`src/rtl/instr_encoder.sv`:
```
// Streaming field-to-word instruction encoder that loads consecutive instruction-memory words.
module instr_encoder #(
    parameter int unsigned ADDR_W    = 6,
    parameter int unsigned BASE_ADDR = 0
) (
    input  logic              clk,
    input  logic              reset,
    input  logic              start,
    input  logic              in_valid,
    output logic              in_ready,
    input  logic              in_last,
    input  logic [1:0]        in_op,
    input  logic [3:0]        in_cond,
    input  logic [5:0]        in_funct,
    input  logic [3:0]        in_rn,
    input  logic [3:0]        in_rd,
    input  logic [23:0]       in_imm,
    output logic              mem_we,
    output logic [ADDR_W-1:0] mem_addr,
    output logic [31:0]       mem_wdata,
    output logic              busy,
    output logic              done,
    output logic              full,
    output logic              err,
    output logic [ADDR_W:0]   count
);

    localparam int unsigned       CNT_W     = ADDR_W + 1;
    localparam int unsigned       DEPTH     = 1 << ADDR_W;
    localparam logic [CNT_W-1:0]  DEPTH_CNT = CNT_W'(DEPTH);
    localparam logic [ADDR_W-1:0] BASE      = ADDR_W'(BASE_ADDR);

    typedef enum logic [1:0] {
        S_IDLE  = 2'd0,
        S_LOAD  = 2'd1,
        S_DRAIN = 2'd2,
        S_DONE  = 2'd3
    } state_t;

    state_t             r_state;
    state_t             w_state_nxt;
    logic               r_in_ready;
    logic               r_we;
    logic [ADDR_W-1:0]  r_addr;
    logic [31:0]        r_wdata;
    logic               r_busy;
    logic               r_done;
    logic               r_full;
    logic               r_err;
    logic [CNT_W-1:0]   r_count;

    logic               w_accept;
    logic               w_illegal;
    logic               w_write;
    logic               w_full_hit;
    logic               w_session_start;
    logic [CNT_W-1:0]   w_count_inc;
    logic [31:0]        w_word;

    // Handshake, legality, field packing and next-state selection.
    always_comb begin
        w_state_nxt     = r_state;
        w_full_hit      = 1'b0;
        w_session_start = (r_state == S_IDLE) && start;
        w_accept        = (r_state == S_LOAD) && r_in_ready && in_valid;
        w_illegal       = (in_op == 2'b11) || ((in_op == 2'b10) && !in_funct[5]);
        w_write         = w_accept && !w_illegal;
        w_count_inc     = r_count + CNT_W'(1);
        if (in_op == 2'b10) begin
            w_word = {in_cond, 2'b10, in_funct[5:4], in_imm};
        end else begin
            w_word = {in_cond, in_op, in_funct, in_rn, in_rd, in_imm[11:0]};
        end

        case (r_state)
            S_IDLE: begin
                if (start) begin
                    w_state_nxt = S_LOAD;
                end
            end
            S_LOAD: begin
                if (w_accept) begin
                    if (in_last) begin
                        w_state_nxt = S_DRAIN;
                    end else if (w_write && (w_count_inc == DEPTH_CNT)) begin
                        w_state_nxt = S_DRAIN;
                        w_full_hit  = 1'b1;
                    end
                end
            end
            S_DRAIN: w_state_nxt = S_DONE;
            S_DONE:  w_state_nxt = S_IDLE;
            default: w_state_nxt = S_IDLE;
        endcase
    end

    // State register.
    always_ff @(posedge clk or negedge reset) begin
        if (!reset) begin
            r_state <= S_IDLE;
        end else begin
            r_state <= w_state_nxt;
        end
    end

    // Registered handshake/status outputs, write port and session counters.
    always_ff @(posedge clk or negedge reset) begin
        if (!reset) begin
            r_in_ready <= 1'b0;
            r_busy     <= 1'b0;
            r_done     <= 1'b0;
            r_we       <= 1'b0;
            r_addr     <= '0;
            r_wdata    <= '0;
            r_count    <= '0;
            r_full     <= 1'b0;
            r_err      <= 1'b0;
        end else begin
            r_in_ready <= (w_state_nxt == S_LOAD);
            r_busy     <= (w_state_nxt == S_LOAD) || (w_state_nxt == S_DRAIN);
            r_done     <= (w_state_nxt == S_DONE);
            r_we       <= w_write;
            if (w_write) begin
                r_addr  <= BASE + r_count[ADDR_W-1:0];
                r_wdata <= w_word;
            end
            if (w_session_start) begin
                r_count <= '0;
                r_full  <= 1'b0;
                r_err   <= 1'b0;
            end else begin
                if (w_write) begin
                    r_count <= w_count_inc;
                end
                if (w_full_hit) begin
                    r_full <= 1'b1;
                end
                if (w_accept && w_illegal) begin
                    r_err <= 1'b1;
                end
            end
        end
    end

    assign in_ready  = r_in_ready;
    assign mem_we    = r_we;
    assign mem_addr  = r_addr;
    assign mem_wdata = r_wdata;
    assign busy      = r_busy;
    assign done      = r_done;
    assign full      = r_full;
    assign err       = r_err;
    assign count     = r_count;

endmodule

```
`config.mk`:
```
export PLATFORM = sky130hd
export DESIGN_NAME = instr_encoder
export DESIGN_NICKNAME = d
export VERILOG_FILES = /design/src/rtl/instr_encoder.sv
export SDC_FILE = /design/constraint.sdc
export NUM_CORES = 1
export LEC_CHECK = 0
export BUFFER_PORTS_ARGS = -buffer_cell sky130_fd_sc_hd__clkbuf_2
export CORE_MARGIN = 2
export CORE_UTILIZATION = 40
export CTS_BUF_LIST = sky130_fd_sc_hd__clkbuf_2
export DETAILED_ROUTE_END_ITERATION = 7
export GPL_TIMING_DRIVEN = 0
export PLACE_DENSITY = 0.8
export SLEW_MARGIN = 10
export SYNTH_ARGS = -nofsm -noshare
export SYNTH_HDL_FRONTEND = slang
export SYNTH_SLANG_ARGS = --single-unit
export TNS_END_PERCENT = 20
```
`constraint.sdc`:
```
create_clock -name clk -period 5.05 [get_ports clk]
set_input_delay 1.01 -clock clk [delete_from_list [all_inputs] [get_ports clk]]
set_output_delay 1.01 -clock clk [all_outputs]
set_load 0.01 [all_outputs]
```
==> results.toml, run 1 <==
[critical_path]
timing.critical_path.fanout_max = 10
worstSetupStartpoint = "in_op[0]"
timing.critical_path.arrival_ns = 2.56
reg2reg_from = "count[0]"
timing.setup.critical_path_class = "input port to flip-flop"
cpPeakStageDelay_ns = 0.28
critical_path.slowest_cell = "sky130_fd_sc_hd__ha_1"
timing.critical_path.from_type = "input port"
setup.worst_path.end_class = "flip-flop"
chain_of_cells_forming_the_critical_path = "clkbuf_2 > nand2b_1 > a21o_1 > buf_6 > clkinv_4 > o2111a_2 > a21boi_2 > o21ai_0 > ha_1 > inv_1"
cp.required_ns = 5.40

[placement]
post-dp-hpwl_mm = 4.03
detailed_place.area_um2 = 2930
io_buffers = 99
dp_slack_ns = 2.38
gp_congestion = 0.798

[logic_synthesis]
synth_area_per_cell_um2 = 9.61
yosysTopAreaCell = "sky130_fd_sc_hd__dfrtp_1"
yosys.cell_types.count = 35
synthesis.yosys.warnings = 0
synth.net_count = 296
number_of_register_bits_inferred_by_synthesis = 53
synth_largest_type_area_fraction_pct = 56.6
syn-instance-count = 244
yosysSeqAreaShare_pct = 56.6
cells_taking_the_most_area_after_synthesis = "sky130_fd_sc_hd__dfrtp_1 (57%), sky130_fd_sc_hd__nand2_1 (15%), sky130_fd_sc_hd__o21ai_0 (5.3%), sky130_fd_sc_hd__mux2i_1 (5.1%), sky130_fd_sc_hd__ha_1 (1.6%)"
syn_area_um2 = 2340

[timing]
tightest_slew_ns = 0.705
setup_violations = 0
grt_setup_unrepaired = "no"
final_hold_viol_count = 0
sum_neg_setup_slack_ns = 0
fmax_mhz = 453
worst_hold_slack_ns = 0.508
final_critical_path_setup_slack_ns = 2.84
period_utilization_pct = 43.7
finalMaxSlewViolations = 0
period_needed_ns = 2.21
worst_clock_skew_ns = 0.00767
slew_headroom_pct = 53.0

[floorplanning]
fp.dieW_um = 80.6
die_h_um = 80.6
initial_utilization_pct = 42.1
placementRows = 27
design.die.area_um2 = 6490
core_area_um2 = 5570
io-pin-count = 100

[clocking]
cts_resized = 0
clock_latency_ns = 0.41
ctsHoldBuffers = 0
clock-root-buffer = "sky130_fd_sc_hd__clkbuf_2"
cts-buffers-inserted = 5
cts_tree = "done"
clock_tree.htree_level_count = 2
clkSlewWorstSetupHoldPaths_ns = 0.24
cts.path.max_buffers = 2
post_cts.repair.setup_buffers = 0
clkSinkCount = 53

[detailed_routing]
drt_pass1_iterations = 4
vias = 2048
route.detailed.wl_per_inst_um = 12.9
routed_wirelength_mm = 5.43
route.detailed.drc = 0
post_drt_via_cell_ratio = 4.85
detail_route.iter0.violations = 115
postRouteAntennaNets = 0

[global_route]
maximum_number_of_pins_on_one_net_before_global_route_repair = 54
number_of_global_route_vias_before_repair = 1969
first_pass_grt_wire_length_mm = 8.99
grt.total_usage_pct = 17.7
antenna_found_initial = 0
globalRoute.totalOverflow = 0

[cells_and_area]
growth_of_design_area_from_synthesis_to_finish_pct = 26.5
final_cell_area_um2 = 2970
nets = 402
insertedDiodeCount = 0
drive_gt1_share_pct = 32.9

[pwr]
ir_drop_mv = 0.233
totalPowerFinal_mw = 1.44
pwr_density_cell_nw_per_um2 = 485
p_leak_nw = 1.67

[run_status]
run_status = "finished, final reports clean"

[min_path]
holdCritPathClass = "flip-flop to flip-flop"
min-delay-start = "mem_wdata[5]"

[job]
drv.max_cap_violation_count = 0
==> layout by cell type (no fill, tap or decap), types with 2 or more instances in the layout <==
master,count
sky130_fd_sc_hd__o21ai_0,25
sky130_fd_sc_hd__clkbuf_2,104
sky130_fd_sc_hd__nand3_1,4
sky130_fd_sc_hd__ha_1,3
sky130_fd_sc_hd__inv_1,2
sky130_fd_sc_hd__and2_1,3
sky130_fd_sc_hd__nand2b_1,2
sky130_fd_sc_hd__nor2_1,8
sky130_fd_sc_hd__o31ai_1,3
sky130_fd_sc_hd__dfrtp_1,53
sky130_fd_sc_hd__nand2_1,91
sky130_fd_sc_hd__mux2i_1,12
sky130_fd_sc_hd__clkbuf_1,8
sky130_fd_sc_hd__buf_2,3
sky130_fd_sc_hd__a31oi_1,4
sky130_fd_sc_hd__xnor2_1,3
==> where the power goes <==
group,internal [mW],switching (mW)
clock network,0.0323,0.122
registers,0.586,0.106
logic,0.242,0.348
total,0.861,0.577
==> per-layer routing <==
metal	vias to the layer above	routed length (um)	track usage [%]
met5	-	0	0
li1	1016	-	-
met3	4	384	4.38
met2	77	2520	29.2
met4	0	37	5.08
met1	951	2490	23.2
==> state kept, by name, summed over array words and instances, names as in the netlist <==
name       count
r_state        2
done           1
busy           1
mem_we         1
mem_addr       6
full           1
in_ready       1
mem_wdata     32
err            1
count          7
==> critical path, delay by kind of cell <==
| kind | cells | cell delay (ns) |
|---|---|---|
| fa+ha+maj | 1 | 0.28 |
| buf+inv | 4 | 0.36 |
| compound gates | 4 | 0.74 |
| simple gates | 1 | 0.17 |
==> cell families (layout without fill, tap and decap cells) <==
family | count (synthesis) | count (layout) | share of synthesized area, %
muxes | 12 | 12 | 5.12
and+or+nand+nor | 117 | 117 | 21.8
DFF | 53 | 53 | 56.6
adders and majority gates | 3 | 3 | 1.60
xor gates and xnor gates | 4 | 4 | 1.49
buffers and inverters | 16 | 122 | 3.42
AOI/OAI and AO/OA | 39 | 39 | 10.0
==> worst paths after layout <==
kind | cells after the start | end | slack, ns
worst max-delay path | 10 | busy | 2.84
worst min-delay path | 2 | mem_wdata[5] | 0.51
worst max register to register | 8 | busy | 2.90
worst min register to register | 2 | mem_wdata[5] | 0.51
max in group asynchronous | 1 | mem_wdata[4] | 3.97
min in group asynchronous | 1 | mem_wdata[25] | 0.63
==> cells in the mapped netlist <==
library cell,instances
sky130_fd_sc_hd__a21boi_2,1
sky130_fd_sc_hd__a21o_1,1
sky130_fd_sc_hd__a21oi_1,1
sky130_fd_sc_hd__a31o_1,1
sky130_fd_sc_hd__a31oi_1,4
sky130_fd_sc_hd__and2_1,3
sky130_fd_sc_hd__and3_1,1
sky130_fd_sc_hd__and4_1,1
sky130_fd_sc_hd__and4b_1,1
sky130_fd_sc_hd__buf_2,3
sky130_fd_sc_hd__buf_4,1
sky130_fd_sc_hd__buf_6,1
sky130_fd_sc_hd__clkbuf_1,8
sky130_fd_sc_hd__clkinv_4,1
sky130_fd_sc_hd__dfrtp_1,53
sky130_fd_sc_hd__ha_1,3
sky130_fd_sc_hd__inv_1,2
sky130_fd_sc_hd__mux2i_1,12
sky130_fd_sc_hd__nand2_1,91
sky130_fd_sc_hd__nand2b_1,2
sky130_fd_sc_hd__nand3_1,4
sky130_fd_sc_hd__nand4b_4,1
sky130_fd_sc_hd__nor2_1,8
sky130_fd_sc_hd__nor2b_1,1
sky130_fd_sc_hd__nor3b_1,1
sky130_fd_sc_hd__nor4b_1,1
sky130_fd_sc_hd__o2111a_2,1
sky130_fd_sc_hd__o21ai_0,25
sky130_fd_sc_hd__o22a_1,1
sky130_fd_sc_hd__o31a_1,1
sky130_fd_sc_hd__o31ai_1,3
sky130_fd_sc_hd__or3b_2,1
sky130_fd_sc_hd__or4_1,1
sky130_fd_sc_hd__xnor2_1,3
sky130_fd_sc_hd__xor2_1,1
==> stage by stage <==
stage	cells	util [%]
after floorplan	244	-
after global placement	415	52.6
after detailed placement	415	52.6
after CTS	422	53.2
after global routing	422	53.2
final	422	53.2
==> layout make-up <==
type / instances / area, um^2
Inverter: 3 / 16.3
Timing Repair Buffer: 99 / 498
Multi-Input combinational cell: 175 / 938
Buffer: 13 / 63.8
Clock inverter: 1 / 3.75
Sequential cell: 53 / 1330
Clock buffer: 6 / 30.0
Fill cell: 544 / 2610
Tap cell: 72 / 90.1
(Power assumes the default switching activity.)
==> run 2, diff against run 1 <==
==> constraint.sdc (replaced) <==
create_clock -name clk -period 2.1 [get_ports clk]
set_input_delay 0.42 -clock clk [delete_from_list [all_inputs] [get_ports clk]]
set_output_delay 0.42 -clock clk [all_outputs]
set_load 0.01 [all_outputs]
==> results.toml, run 2 (synthesis gave the netlist of run 1 again) <==
[cells_and_area]
layout.cells.most_common_list = "sky130_fd_sc_hd__clkbuf_2 (104), sky130_fd_sc_hd__nand2_1 (91), sky130_fd_sc_hd__dfrtp_1 (50)"
final_cell_area_um2 = 3050
fillerInstances = 532
growth_of_design_area_from_synthesis_to_finish_pct = 30.0
nets = 407
largest_reg_flops = 32
mostFrequentLayoutCell = "sky130_fd_sc_hd__clkbuf_2"
drive_gt1_share_pct = 36.3
insertedDiodeCount = 0
finish.utilization_pct = 54.7

[critical_path]
timing.setup.critical_path_class = "flip-flop to flip-flop"
critical_path.slowest_cell = "sky130_fd_sc_hd__dfrtp_2"
path_common_cell = "sky130_fd_sc_hd__ha_1"
chain_of_cells_forming_the_critical_path = "ha_1 > and2_4 > a31oi_1 > o2111a_2 > a21boi_4 > o21ai_0 > ha_1 > inv_1"
timing.critical_path.fanout_max = 5
timing.critical_path.from_type = "flip-flop"
timing.critical_path.arrival_ns = 2.39
cp.required_ns = 2.46
cpPeakStageDelay_ns = 0.48
setup.worst_path.end_class = "flip-flop"

[placement]
dp_slack_ns = -0.00281
detailed_place.area_um2 = 2930
io_buffers = 99
gp_congestion = 0.798
post-dp-hpwl_mm = 4.03

[floorplanning]
fp.dieW_um = 80.6
io-pin-count = 100
placementRows = 27
die_h_um = 80.6
initial_utilization_pct = 42.1
design.die.area_um2 = 6490
core_area_um2 = 5570

[clocking]
clock_tree.htree_level_count = 2
clock-root-buffer = "sky130_fd_sc_hd__clkbuf_2"
cts-buffers-inserted = 5
clkSinkCount = 53
clkSlewWorstSetupHoldPaths_ns = 0.24
ctsHoldBuffers = 0
clock_latency_ns = 0.42
cts_tree = "done"
cts.path.max_buffers = 2

[detailed_routing]
detail_route.iter0.violations = 86
post_drt_via_cell_ratio = 4.82
postRouteAntennaNets = 0
vias = 2059
routed_wirelength_mm = 5.51
route.detailed.drc = 0
route.detailed.wl_per_inst_um = 12.9
drt_pass1_iterations = 4

[run_status]
run_status = "finished, final reports clean"

[timing]
tightest_slew_ns = 0.704
worst_clock_skew_ns = 0.0109
worst_hold_slack_ns = 0.0316
sum_neg_setup_slack_ns = 0
slew_headroom_pct = 53.1
fmax_mhz = 493
finalMaxSlewViolations = 0
setup_violations = 0
period_utilization_pct = 96.7
final_critical_path_setup_slack_ns = 0.0702
final_hold_viol_count = 0
period_needed_ns = 2.03

[pwr]
pwr_density_cell_nw_per_um2 = 1160
p_leak_nw = 1.70
ir_drop_mv = 0.567

[global_route]
number_of_global_route_vias_before_repair = 1974
globalRoute.totalOverflow = 0
maximum_number_of_pins_on_one_net_before_global_route_repair = 54
grt.total_usage_pct = 17.8
first_pass_grt_wire_length_mm = 8.99
antenna_found_initial = 0

[min_path]
holdCritPathClass = "input port to async pin"

[job]
drv.max_cap_violation_count = 0
-- run 2: cell types whose count changed in the layout (fill, tap and decap cells not counted), sizes merged --
cell	before	now
buf	5	10
-- run 2: layer usage --
metal	part of all wire (%)	global-route usage [%]	up-vias
met5	0	0	-
met1	46	23.2	951
met3	7.0	4.38	4
met4	0.67	5.08	0
li1	-	-	1026
met2	47	29.3	78
-- run 2: area by class of cell --
cell class	count	area [um^2]	area share (%)
inverters	3	16.3	0.533
plain buffers	13	63.8	2.09
clock inverters	1	3.75	0.123
clock buffers	6	30.0	0.985
multi-input cells	175	980	32.1
repair buffers	104	536	17.6
flip-flops and latches	53	1330	43.6
well taps	72	90.1	2.95
-- run 2: worst max-delay path, delay by kind of cell (launching register included) --
family          cells  cell delay (ns)
flops               1             0.48
simple gates        1             0.17
buf+inv             1             0.03
compound gates      4             0.76
fa+ha+maj           2             0.52
-- run 2: per-stage QoR --
step / power [mW] / instances
floorplan: 2.47 / 244
CTS: 3.52 / 423
global route: 3.86 / 427
detailed placement: 3.13 / 415
global placement: 3.06 / 415
finish: 3.54 / 427
-- run 2: power by group --
part           switching (mW)  internal [mW]
sequential              0.236           1.41
combinational           0.881          0.641
clock                   0.295         0.0776
total                    1.41           2.13
-- run 2: worst paths after layout --
| path | start | end | slack (ns) | cells past startpoint |
|---|---|---|---|---|
| max | count[1] | busy | 0.07 | 8 |
| max in group asynchronous | reset | count[0] | 1.57 | 1 |
| min in group clk | in_imm[3] | mem_wdata[3] | 0.17 | 3 |
| min reg2reg | mem_wdata[5] | mem_wdata[5] | 0.51 | 2 |
| max reg2reg | count[1] | busy | 0.07 | 8 |
| min | reset | mem_wdata[25] | 0.03 | 1 |
-- run 2: what timing repair did --
item / in CTS / in global routing
cloned: 0 / 0
endpoints found under the hold margin: 0 / 0
setup endpoints to repair: 1 / 2
resized for setup: 2 / 8
buffers inserted: 1 / 4
pin swaps: 0 / 3
==> run 3, diff against run 2 <==
--- a/config.mk
+++ b/config.mk
@@ -10,7 +10,6 @@
 export CORE_UTILIZATION = 40
 export CTS_BUF_LIST = sky130_fd_sc_hd__clkbuf_2
 export DETAILED_ROUTE_END_ITERATION = 7
-export GPL_TIMING_DRIVEN = 0
 export PLACE_DENSITY = 0.8
 export SLEW_MARGIN = 10
 export SYNTH_ARGS = -nofsm -noshare
==> results.toml, run 3 (synthesis gave the netlist of run 1 again) <==
[floorplanning]
fp.dieW_um = 80.6
placementRows = 27
io-pin-count = 100
core_area_um2 = 5570
die_h_um = 80.6
initial_utilization_pct = 42.1
design.die.area_um2 = 6490

[timing]
final_critical_path_setup_slack_ns = 0.105
period_needed_ns = 2.00
finalMaxSlewViolations = 0
fmax_mhz = 501
sum_neg_setup_slack_ns = 0
final_hold_viol_count = 0
tightest_slew_ns = 0.483
grt_setup_unrepaired = "no"
worst_clock_skew_ns = 0.0314
slew_headroom_pct = 67.8
setup_violations = 0
period_utilization_pct = 95.0

[global_route]
maximum_number_of_pins_on_one_net_before_global_route_repair = 55
first_pass_grt_wire_length_mm = 8.51
number_of_global_route_vias_before_repair = 1905
grt.total_usage_pct = 16.9
globalRoute.totalOverflow = 0
antenna_found_initial = 0

[placement]
dp_slack_ns = 0.0495
post-dp-hpwl_mm = 3.99
gp_congestion = 0.843
io_buffers = 99

[cells_and_area]
multi_input_comb_area_um2 = 971
drive_gt1_share_pct = 36.7
insertedDiodeCount = 0
growth_of_design_area_from_synthesis_to_finish_pct = 29.6
largest_reg_flops = 32
layout.cells.most_common_list = "sky130_fd_sc_hd__clkbuf_2 (104), sky130_fd_sc_hd__nand2_1 (91), sky130_fd_sc_hd__dfrtp_1 (53)"
mostFrequentLayoutCell = "sky130_fd_sc_hd__clkbuf_2"
area.sequential_um2 = 1330
fillerInstances = 521
nets = 400

[detailed_routing]
routed_wirelength_mm = 5.24
route.detailed.drc = 0
post_drt_via_cell_ratio = 4.81
route.detailed.wl_per_inst_um = 12.5
detail_route.iter0.violations = 75
vias = 2027
drt_pass1_iterations = 4
postRouteAntennaNets = 0

[critical_path]
timing.critical_path.arrival_ns = 2.41
timing.critical_path.fanout_max = 4
cp.required_ns = 2.52
setup.worst_path.end_class = "flip-flop"
timing.critical_path.from_type = "flip-flop"
timing.setup.critical_path_class = "flip-flop to flip-flop"

[clocking]
clkSinkCount = 53
cts_tree = "done"
clock-root-buffer = "sky130_fd_sc_hd__clkbuf_2"
clock_latency_ns = 0.44
clock_tree.htree_level_count = 2
cts-buffers-inserted = 5
post_cts.repair.setup_buffers = 0
cts.path.max_buffers = 2
clkSlewWorstSetupHoldPaths_ns = 0.27

[pwr]
ir_drop_mv = 0.879
p_leak_nw = 1.71
pwr_density_cell_nw_per_um2 = 1150

[run_status]
run_status = "finished, final reports clean"

[min_path]
holdCritPathClass = "input port to flip-flop"

[job]
drv.max_cap_violation_count = 0
-- run 3: cell types whose count changed in the layout (fill, tap and decap cells not counted), sizes merged --
cell / delta
clkinvlp: +1
clkinv: +1
dlygate4sd3: +1
clkbuf: -9
-- run 3: path summary, 6_finish.rpt --
| path | to | from | depth (start not counted) | slack, ns |
|---|---|---|---|---|
| worst max-delay path | busy | count[0] | 6 | 0.10 |
| worst min-delay path | mem_wdata[2] | in_imm[2] | 3 | 0.14 |
| worst max register to register | busy | count[0] | 6 | 0.10 |
| worst min register to register | mem_wdata[30] | mem_wdata[30] | 2 | 0.51 |
| max in group asynchronous | mem_wdata[31] | reset | 3 | 1.16 |
| min in group asynchronous | r_state[1] | reset | 2 | 0.38 |
-- run 3: timing repair --
item / in CTS / in global routing
gates resized for setup: 0 / 7
setup endpoints to repair: 0 / 1
hold buffers: 1 / 0
hold endpoints to repair: 13 / 0
-- run 3: per-layer routing --
| layer | up-vias | share of wire, % | global-route usage [%] | wire length [um] |
|---|---|---|---|---|
| li1 | 1013 | - | - | - |
| met1 | 933 | 46 | 21.4 | 2400 |
| met2 | 76 | 45 | 27.8 | 2360 |
| met3 | 5 | 8.3 | 5.96 | 434 |
| met4 | 0 | 0.92 | 4.07 | 48 |
| met5 | - | 0 | 0 | 0 |
-- run 3: where the power goes --
group          internal, mW  switching (mW)
Clock                0.0778           0.314
Sequential             1.41           0.239
Combinational         0.608           0.856
-- run 3: through the flow --
| stage | instances | util, % | total power [mW] | instance area (um^2) | hold WS [ns] |
|---|---|---|---|---|---|
| 2_1_floorplan | 244 | - | 2.47 | 2340 | 0.124 |
| 3_3_place_gp | 412 | 53.0 | 3.07 | 2960 | 0.360 |
| 3_5_place_dp | 412 | 53.0 | 3.14 | 2960 | 0.364 |
| 4_1_cts | 421 | 54.0 | 3.53 | 3010 | 0.104 |
| 5_1_grt | 421 | 54.5 | 3.81 | 3040 | 0.0499 |
| 6_report | 421 | 54.5 | 3.50 | 3040 | 0.143 |
-- run 3: final cells by class --
cell class / instances / area share [%]
inverters: 3 / 0.535
clock inverters: 3 / 0.576
repair buffers: 110 / 19.5
multi-input cells: 175 / 31.9
flip-flops and latches: 53 / 43.6
clock buffers: 5 / 0.823
well taps: 72 / 2.96
-- run 3: critical path, cell delays in order (launching register included) --
cell and delay [ns]:
sky130_fd_sc_hd__dfrtp_1 0.45, sky130_fd_sc_hd__ha_1 0.23, sky130_fd_sc_hd__or4_1 0.62, sky130_fd_sc_hd__a31oi_1 0.21
sky130_fd_sc_hd__o31ai_1 0.10, sky130_fd_sc_hd__ha_1 0.30, sky130_fd_sc_hd__inv_1 0.06
